**config.mk**
```make
export PLATFORM = sky130hd
export DESIGN_NAME = mem_access_sequencer
export DESIGN_NICKNAME = d
export VERILOG_FILES = /design/src/rtl/mem_access_sequencer.sv
export SDC_FILE = /design/constraint.sdc
export NUM_CORES = 1
export LEC_CHECK = 0
export CORE_MARGIN = 2
export CORE_UTILIZATION = 52
export CTS_CLUSTER_DIAMETER = 80
export CTS_CLUSTER_SIZE = 14
export DETAILED_ROUTE_END_ITERATION = 6
export GPL_TIMING_DRIVEN = 0
export PLACE_DENSITY = 0.92
export SYNTH_ARGS = -nofsm -noshare
export SYNTH_HDL_FRONTEND = slang
export SYNTH_SLANG_ARGS = --single-unit
export TNS_END_PERCENT = 20
```
**constraint.sdc**
```tcl
create_clock -name clk -period 3.6 [get_ports clk]
set_input_delay 0.36 -clock clk [delete_from_list [all_inputs] [get_ports clk]]
set_output_delay 0.36 -clock clk [all_outputs]
set_load 0.02 [all_outputs]
```
**src/rtl/mem_access_sequencer.sv**
```systemverilog
// Four-core round-robin sequencer driving the 13-bit mem_ctrl word
// (DR load, AR select, data select, DRAM wren) for the shared DRAM.
//
// Ports:
//   clk       system clock, rising edge
//   rst_n     asynchronous active-low reset
//   req[3:0]  per-core request, held until the matching done pulse
//   we[3:0]   per-core write qualifier, sampled at grant
//   mem_ctrl  [3:0] DR wren, [7:4] AR sel, [11:8] data sel, [12] DRAM wren
//   done[3:0] one-cycle completion pulse per core
//   busy      high while an access is in progress
module mem_access_sequencer #(
    parameter int RD_LAT = 1
) (
    input  logic        clk,
    input  logic        rst_n,
    input  logic [3:0]  req,
    input  logic [3:0]  we,
    output logic [12:0] mem_ctrl,
    output logic [3:0]  done,
    output logic        busy
);

    typedef enum logic [1:0] {
        S_IDLE,
        S_READ,
        S_LOAD,
        S_WRITE
    } state_t;

    state_t      r_state;
    logic [1:0]  r_g;
    logic [1:0]  r_cnt;
    logic [1:0]  r_ptr;
    logic [12:0] r_mc;
    logic [3:0]  r_done;
    logic        r_busy;

    state_t      w_nstate;
    logic [1:0]  w_ng;
    logic [1:0]  w_ncnt;
    logic [1:0]  w_nptr;
    logic [12:0] w_nmc;
    logic [3:0]  w_ndone;
    logic [3:0]  w_elig;
    logic [3:0]  w_sel;
    logic [1:0]  w_idx;
    logic [1:0]  w_gnt;
    logic        w_found;

    // Rotating priority search starting at the pointer; the core being
    // acknowledged this cycle is masked so it cannot be re-granted at once.
    always_comb begin
        w_elig  = req & ~r_done;
        w_found = 1'b0;
        w_gnt   = r_ptr;
        w_idx   = r_ptr;
        for (int k = 0; k < 4; k++) begin
            w_idx = r_ptr + 2'(k);
            if (!w_found && w_elig[w_idx]) begin
                w_found = 1'b1;
                w_gnt   = w_idx;
            end
        end
    end

    always_comb begin
        w_nstate = r_state;
        w_ng     = r_g;
        w_ncnt   = r_cnt;
        w_nptr   = r_ptr;
        w_ndone  = 4'b0000;
        unique case (r_state)
            S_IDLE: begin
                if (w_found) begin
                    w_ng     = w_gnt;
                    w_nptr   = w_gnt + 2'd1;
                    w_ncnt   = 2'(RD_LAT - 1);
                    w_nstate = we[w_gnt] ? S_WRITE : S_READ;
                end
            end
            S_READ: begin
                if (r_cnt == 2'd0) begin
                    w_nstate = S_LOAD;
                end else begin
                    w_ncnt = r_cnt - 2'd1;
                end
            end
            S_LOAD: begin
                w_nstate = S_IDLE;
                w_ndone  = 4'b0001 << r_g;
            end
            S_WRITE: begin
                w_nstate = S_IDLE;
                w_ndone  = 4'b0001 << r_g;
            end
            default: w_nstate = S_IDLE;
        endcase
    end

    // Outputs are decoded from the next state so they register in
    // lock-step with it.
    always_comb begin
        w_sel = 4'b0001 << w_ng;
        w_nmc = '0;
        unique case (w_nstate)
            S_READ:  w_nmc = {5'b0, w_sel, 4'b0};
            S_LOAD:  w_nmc = {5'b0, w_sel, w_sel};
            S_WRITE: w_nmc = {1'b1, w_sel, w_sel, 4'b0};
            default: w_nmc = '0;
        endcase
    end

    always_ff @(posedge clk or negedge rst_n) begin
        if (!rst_n) begin
            r_state <= S_IDLE;
            r_g     <= 2'd0;
            r_cnt   <= 2'd0;
            r_ptr   <= 2'd0;
            r_mc    <= '0;
            r_done  <= 4'b0000;
            r_busy  <= 1'b0;
        end else begin
            r_state <= w_nstate;
            r_g     <= w_ng;
            r_cnt   <= w_ncnt;
            r_ptr   <= w_nptr;
            r_mc    <= w_nmc;
            r_done  <= w_ndone;
            r_busy  <= (w_nstate != S_IDLE);
        end
    end

    assign mem_ctrl = r_mc;
    assign done     = r_done;
    assign busy     = r_busy;

endmodule
```
==> results.txt <==
- Number of buffers inserted for hold repair after clock tree synthesis: 0
- Max-cap violations in this run came to 0.
- After detailed routing, the average wire length per cell comes to 15.5 um.
- CTS Root Cell: sky130_fd_sc_hd__clkbuf_4
- The floorplan has 17 rows.
- During placement, the flow inserted port buffers numbering 27.
- For the worst setup path, the data arrival time is 2.07 ns.
- For this block, the via count after detailed routing is 962.
* CP cell instances: clkdlybuf4s50_1 -> nor2b_1 -> o311a_1 -> a21o_2 -> a211oi_1 -> o31ai_1
* Slew @ Worst Pin: 1.12 ns
- Setup WS pre-CTS: 1.43 ns
* Power Dens Cells: 837 nW/um^2
- The count of nets left with antenna violations once routing finished came out at 0.
- Share of the yosys chip area belonging to registers: 54.8%
- Status: finished, final reports clean
* Peak VDD IR: 0.604 mV
- TritonCTS built the clock tree.
- The die is 51.8 um tall.
* Final hold viol count: 0
- Setup slack on the critical path of the routed design comes to 1.76 ns.
- Setup violators final: 0
- The initial antenna violation count was 0.
- Final Routed Wirelength: 2650 um
* Per-instance average area after synthesis: 10.6 um^2
- Core area: 2190 um^2
* Syn Nets: 123
- For the worst setup path, the data required time is 3.82 ns.
- TritonRoute pass-1 iters: 4
- Minimum clock period: 1.84 ns
- For this block, the initial DRC count from the detailed router was 24.
- First-pass GRT wire length: 4390 um
- No sink is reached through more buffers than the 2 on the longest clock path.
- The most used flip-flop cell after synthesis is sky130_fd_sc_hd__dfrtp_1.
- Number of sinks driven by the clock tree: 26
* Fraction of synthesis flops using an asynchronous set or reset pin: 100%
- The area growth from synthesis to layout is 30.1%.
- At the end of routability-driven placement, the weighted congestion stood at 0.981.
- Delay of the slowest cell on the worst path: 0.42 ns
* CTS H-tree depth: 1
* Clock-pin transition on the worst setup and hold timing paths: 0.14 ns
* Part of the cycle the worst path needs: 51.2%
- The final count of pins violating max slew came to 0.
* Proportion of layout cells with a drive suffix above 1: 11.9%
* Worst Hold Path Cells: 1
- Entering global routing, the biggest net connects 27 pins.
* Worst Hold Class: register to register
* Number of synthesized register bits: 26
- The synthesized design contains 0 enable-type register cells.
- Kind of critical path: primary input to register
* Number of distinct library cells after synthesis: 37
- STA classifies the critical path startpoint as a primary input.
* Number of antenna repair diodes: 0
* Slowest cell on the critical path: sky130_fd_sc_hd__clkdlybuf4s50_1
- Initial cell density of the core: 54.2%
- DRC viols: 0
- Number of global-route vias before repair: 975
- The total overflow left after global routing is 0.
- Synthesized instance count: 112
- TritonCTS created 3 clock buffers.
* Die Wd: 51.8 um
- Once layout is complete, the utilization of the core stands at 70.5%.
* Peak Freq: 542 MHz
- Boundary pin count: 28
- The worst setup path is captured at a register.
* Post-detailed-route via-to-cell ratio: 5.63
- NumNets Final: 155
- In this run the tightest slew margin relative to its limit is 24.9%.
* Cell area after synthesis: 1190 um^2
- The number of setup buffers added after CTS is 0.
* Worst Reg2Reg Path Length in Cells: 5
- On the final layout, the worst clock skew is 0.00747 ns.
* RSZ-0062 raised after global routing: false
- Placed wire-length estimate: 2020 um
* Total Negative Setup Slacks: 0 ns
- Overall track demand over capacity in global routing: 22.4%
- The later pin in the worst-skew pair is clocked with a latency of 0.33 ns.
- The number of gates resized after CTS was 0.
* CP Max Fanout: 4
- Total leakage power: 0.685 nW
- For this run, the number of Yosys warnings is 0.
* Overall die area: 2680 um^2
-- worst max-delay path, delay by kind of cell --
family / cells / cell delay (ns)
compound gates: 4 / 1.09
simple gates: 1 / 0.19
buf+inv: 1 / 0.42
-- area by class of cell --
cell class	instances	area [um^2]
Sequential cell	26	651
Fill cell	147	646
Multi-Input combinational cell	77	500
Timing Repair Buffer	27	270
Tap cell	28	35.0
Clock inverter	1	30.0
Inverter	7	26.3
Clock buffer	3	22.5
Buffer	2	10.0
-- flip-flops by register name, summed over array words and instances, names as in the netlist --
signal and cells:
mem_ctrl 13, r_ptr 2, r_state 2, done 4
busy 1, r_g 2, r_cnt 2
-- through the flow --
stage                     cells  hold slack [ns]  power (W)  cell area (um^2)
after floorplan             112           0.0644   0.000861              1190
after global placement      167            0.479    0.00106              1490
after detailed placement    167            0.494    0.00109              1490
after CTS                   171            0.511    0.00129              1550
after global routing        171            0.512    0.00137              1550
final                       171            0.508    0.00129              1550
-- cell usage after synthesis, drive strengths merged, types with 3 or more instances --
| library cell | instances | share of area, % |
|---|---|---|
| a211oi | 5 | 3.2 |
| a21o | 4 | 2.6 |
| a21oi | 4 | 2.0 |
| dfrtp | 26 | 55 |
| inv | 7 | 2.2 |
| nand2 | 6 | 1.9 |
| nand2b | 9 | 5.4 |
| nand3 | 5 | 2.1 |
| nor2 | 12 | 3.8 |
| nor2b | 3 | 1.6 |
| o21ai | 6 | 2.8 |
| o31ai | 3 | 1.9 |
-- layout by cell type (no fill, tap or decap), drive strengths merged, types with 2 or more instances in the layout --
cell type      count
clkdlybuf4s50     27
dfrtp             26
nor2              12
nand2b             9
inv                7
nand2              6
o21ai              6
a211oi             5
nand3              5
a21o               4
a21oi              4
clkbuf             4
nor2b              3
o31ai              3
nor3               2
or2                2
-- final timing paths --
check | start | endpoint | slack [ns]
max | req[2] | r_state[1] | 1.76
min | r_cnt[0] | r_cnt[0] | 0.51
max reg2reg | r_ptr[1] | r_state[1] | 1.80
min reg2reg | r_cnt[0] | r_cnt[0] | 0.51
max in group asynchronous | rst_n | mem_ctrl[7] | 2.32
min in group asynchronous | rst_n | mem_ctrl[10] | 0.61
-- kinds of logic after synthesis --
group	synth area share, %
DFF	54.8
xor gates and xnor gates	0.738
AOI/OAI and AO/OA	21.1
adders and majority gates	1.05
buffers and inverters	3.06
and+or+nand+nor	19.3
-- per-layer routing --
metal	vias up	track usage (%)	share of wire, %
met5	-	0	0
met2	33	40.6	52
li1	457	-	-
met1	463	25.8	41
met3	9	3.74	4.6
met4	0	10.1	2.4
-- power breakdown --
group,internal (W),switching [W]
sequential,0.000388,0.0000672
combinational,0.000274,0.000362
clock,0.000113,0.0000894
Note: power is estimated with default switching activity, not from simulation.
